==> src/rtl/button_toggle.sv <==
// button_toggle: synchronises and debounces a raw button pin, emits press/release strobes
// and keeps a toggle bit that inverts on every debounced press.
module button_toggle #(
  parameter int DEBOUNCE_CYCLES = 12000,
  parameter int SYNC_STAGES     = 2,
  parameter bit ACTIVE_LOW      = 1'b1
) (
  input  logic clk,
  input  logic rst_n,
  input  logic btn_in,
  input  logic toggle_clr,
  output logic btn_level,
  output logic press_pulse,
  output logic release_pulse,
  output logic toggle_q
);
  localparam int CW = $clog2(DEBOUNCE_CYCLES) + 1;
  localparam logic [CW-1:0] LAST = CW'(DEBOUNCE_CYCLES - 1);
  logic [SYNC_STAGES-1:0] sync_q;
  logic [CW-1:0] cnt_q, cnt_d;
  logic level_q, level_d, press_q, press_d, release_q, release_d, tog_q, tog_d;
  logic pressed, differ, done;
  // Polarity is normalised after the chain so the chain resets to the idle pin level.
  always_comb begin
    pressed   = sync_q[SYNC_STAGES-1] ^ ACTIVE_LOW;
    differ    = pressed != level_q;
    done      = differ && (cnt_q == LAST);
    cnt_d     = (!differ || done) ? '0 : cnt_q + 1'b1;
    level_d   = done ? pressed : level_q;
    press_d   = done && pressed;
    release_d = done && !pressed;
    tog_d     = toggle_clr ? 1'b0 : (press_d ? ~tog_q : tog_q);
  end
  always_ff @(posedge clk or negedge rst_n) begin
    if (!rst_n) begin
      sync_q    <= {SYNC_STAGES{ACTIVE_LOW}};
      cnt_q     <= '0;
      level_q   <= 1'b0;
      press_q   <= 1'b0;
      release_q <= 1'b0;
      tog_q     <= 1'b0;
    end else begin
      sync_q    <= {sync_q[SYNC_STAGES-2:0], btn_in};
      cnt_q     <= cnt_d;
      level_q   <= level_d;
      press_q   <= press_d;
      release_q <= release_d;
      tog_q     <= tog_d;
    end
  end
  assign btn_level     = level_q;
  assign press_pulse   = press_q;
  assign release_pulse = release_q;
  assign toggle_q      = tog_q;
endmodule

==> config.mk <==
export PLATFORM = sky130hd
export DESIGN_NAME = button_toggle
export DESIGN_NICKNAME = d
export VERILOG_FILES = /design/src/rtl/button_toggle.sv
export SDC_FILE = /design/constraint.sdc
export NUM_CORES = 1
export LEC_CHECK = 0
export CORE_MARGIN = 2
export CORE_UTILIZATION = 52
export CTS_BUF_LIST = sky130_fd_sc_hd__clkbuf_8
export CTS_CLUSTER_DIAMETER = 100
export CTS_CLUSTER_SIZE = 8
export DETAILED_ROUTE_END_ITERATION = 10
export HOLD_SLACK_MARGIN = 0.12
export MAX_ROUTING_LAYER = met4
export PLACE_DENSITY_LB_ADDON = 0.25
export SLEW_MARGIN = 20
export SYNTH_ARGS = -nofsm -noshare
export SYNTH_HDL_FRONTEND = slang
export SYNTH_SLANG_ARGS = --single-unit
==> constraint.sdc <==
create_clock -name clk -period 1.69 [get_ports clk]
set_clock_uncertainty 0.15 [all_clocks]
set_input_delay 0.338 -clock clk [delete_from_list [all_inputs] [get_ports clk]]
set_output_delay 0.338 -clock clk [all_outputs]
set_load 0.1 [all_outputs]
==> out/metrics.cfg <==
[outcome]
outcome = finished with violations
failed_checks = setup timing

[clock_network]
cts_buffers = 3
clk_latency_ns = 0.26
clkSlewWorstSetupHoldPaths_ns = 0.08
clockBufferDepth = 2
clock_sinks = 21
cts_tree = yes
htreeDepth = 1
root_buffer = clkbuf_8

[worst_setup_path]
cp_max_fo = 5
reg2reg_to = toggle_q
setup.worst_path.class = reg -> reg
critPathTopFamily = simple AND/OR/NAND/NOR gates
worst-r2r-cell-count = 5
path_depth = 5
critical_path_buf_inv_count = 0
r2r-start = cnt_q[1]
critPathSlowestCell = dfrtp_1
cp_data_required_time_ns = 1.69
crit_path_start_kind = register
crit_chain = ha_2 > and4_4 > nand3_4 > nor4_4 > mux2_4
reg2reg_slack_ns = -0.02
crit_end = toggle_q
cp.arrival_ns = 1.71
end_kind = register
crit_start = cnt_q[1]
max_stage_delay_ns = 0.37

[synth]
synthSimpleGateAreaFrac_pct = 25.0
yosysWarnings = 0
synthTopCellsByArea = dfrtp_1 (50%), xor2_1 (11%), nor2_1 (7.1%)
synthArstFlopShare_pct = 100
syn_avg_cell_area_um2 = 11.1
synthAdderAreaFrac_pct = 1.31
synthesis.nets = 91
synth_top_family_by_area = simple AND/OR/NAND/NOR gates
ys_seq_area_share_pct = 55.2
ys_ff_latch = 21
synth.top_cell.area_share_pct = 49.7
netlist_instances = 86
synth_ff_type = dfrtp_1
synth.distinct_cells = 23
synth_commonest_cells = dfrtp_1 (19), nor2_1 (18), xor2_1 (12), nand4_1 (6), nand3_1 (5)
yosysTopAreaCell = dfrtp_1
synth-edff-count = 0
yosysMostFrequentCell = dfrtp_1
muxShareOfSynthArea_pct = 1.18
netlist_area_um2 = 957
synth_compound_area_share_pct = 2.22
synthXorXnorAreaFrac_pct = 12.8

[floorplan]
die_area_um2 = 2200
num_rows = 15
io_pins = 8
die_h_um = 46.9
start_util_pct = 55.4
coreArea_um2 = 1730
die_x_um = 46.9

[timing]
min_period_over_period_pct = 101
hold_viol = 0
setup_slack_ns = -0.0190
finalMaxSlewViolations = 0
rsz0062_at_grt = yes
fmax_mhz = 585
worst_slew_pin_slew_ns = 0.265
finalSetupViolCount = 1
period_needed_ns = 1.71
slew_headroom_pct = 82.2

[placed_design]
dp_cells = 126
hpwl_um = 1190
port_buffers = 7
gp_congestion = 0.795

[route]
drc = 0
drt_first_iter_violations = 5
avgRoutedWirePerCell_um = 13.7
drt_wl_total_um = 1800
dr.pass1.iters = 3
viasPerCell = 5.10
final_antenna_net_count = 0
vias = 668

[global_route]
grt_overflow = 0
grt_antenna_before_repair = 0
grt_max_degree = 22
grt_pass1_wl_um = 3000
grt_pass1_vias = 672
grt_usage_pct = 20.9

[pwr]
leakagePower_uw = 0.000542
peakVddDrop_mv = 0.804
power_density_nw_per_um2 = 733

[hold_path]
hold_path_class = reg -> reg

[layout]
fin_cells = 131
final_nets = 112
area_growth_pct = 29.7
num_antenna_cells = 0
layout-drive-gt1-share_pct = 27.4
fin_util_pct = 71.9

[flow_run]
maxCapViolCount = 0

[layout by cell type (no fill, tap or decap), types with 2 or more instances in the layout]
cell type,netlist,layout
xnor2_1,2,2
xor2_1,12,12
buf_12,0,5
clkdlybuf4s50_1,0,3
clkbuf_8,0,3
nand2_1,3,3
nand4_1,6,6
dfstp_2,2,2
dfrtp_1,19,18
and4_1,4,3
nand3_1,5,5
buf_4,2,11
nor2_1,18,18
[repair_timing]
action                                  CTS  global route
endpoints found under the setup margin    1             1
hold buffers                              0             0
setup buffers                             1             0
resized for setup                         1             1
[report_power, final]
| part | switching [uW] | total [uW] | internal [uW] |
|---|---|---|---|
| clock | 168 | 335 | 166 |
| combinational | 28.2 | 56.3 | 28.2 |
| sequential | 6.37 | 519 | 512 |
| total | 203 | 910 | 707 |
[registers in the layout (all words and copies together), names as in the netlist]
register / count
btn_level: 1
sync_q: 2
cnt_q: 15
toggle_q: 1
press_pulse: 1
release_pulse: 1
[routing by layer]
metal  track usage [%]  routed length [um]
met5                 -                   0
met4              7.22                  19
met3              8.08                  64
met2              32.9                 954
met1              24.5                 758
[worst min-delay path by stage]
stage	startpoint	endpoint	slack, ns	cells after the start
floorplan	rst_n	btn_level	-0.11	0
global placement	sync_q[0]	sync_q[1]	0.20	0
detailed placement	sync_q[0]	sync_q[1]	0.20	0
CTS	sync_q[0]	sync_q[1]	0.21	0
global route	sync_q[0]	sync_q[1]	0.21	0
finish	sync_q[0]	sync_q[1]	0.21	0
[per-stage QoR]
| step | instance area, um^2 | setup slack [ns] | TNS (ns) | total power (uW) | hold WS, ns |
|---|---|---|---|---|---|
| floorplan | 965 | -0.0194 | -0.0194 | 546 | -0.108 |
| global placement | 1180 | 0.0479 | 0 | 578 | 0.197 |
| detailed placement | 1180 | -0.0165 | -0.0165 | 581 | 0.199 |
| CTS | 1240 | 0.0103 | 0 | 917 | 0.211 |
| global route | 1240 | -0.112 | -0.112 | 951 | 0.213 |
| finish | 1240 | -0.0190 | -0.0190 | 910 | 0.209 |
[cell families (layout without fill, tap and decap cells)]
group	Yosys count	in the layout
DFF	21	21
buffers and inverters	4	24
muxes	1	1
and+or+nand+nor	42	42
xor gates and xnor gates	14	14
AOI/OAI and AO/OA	3	3
adders and majority gates	1	1
[layout make-up]
class                      instances  area, um^2
clock inverter                     1        7.51
sequential                        21         529
timing repair buffer              19         213
multi-input combinational         61         415
inverter                           1        3.75
tap                               25        31.3
fill                             148         485
clock buffer                       3        41.3
No activity file was read; power rests on OpenSTA's default activity.
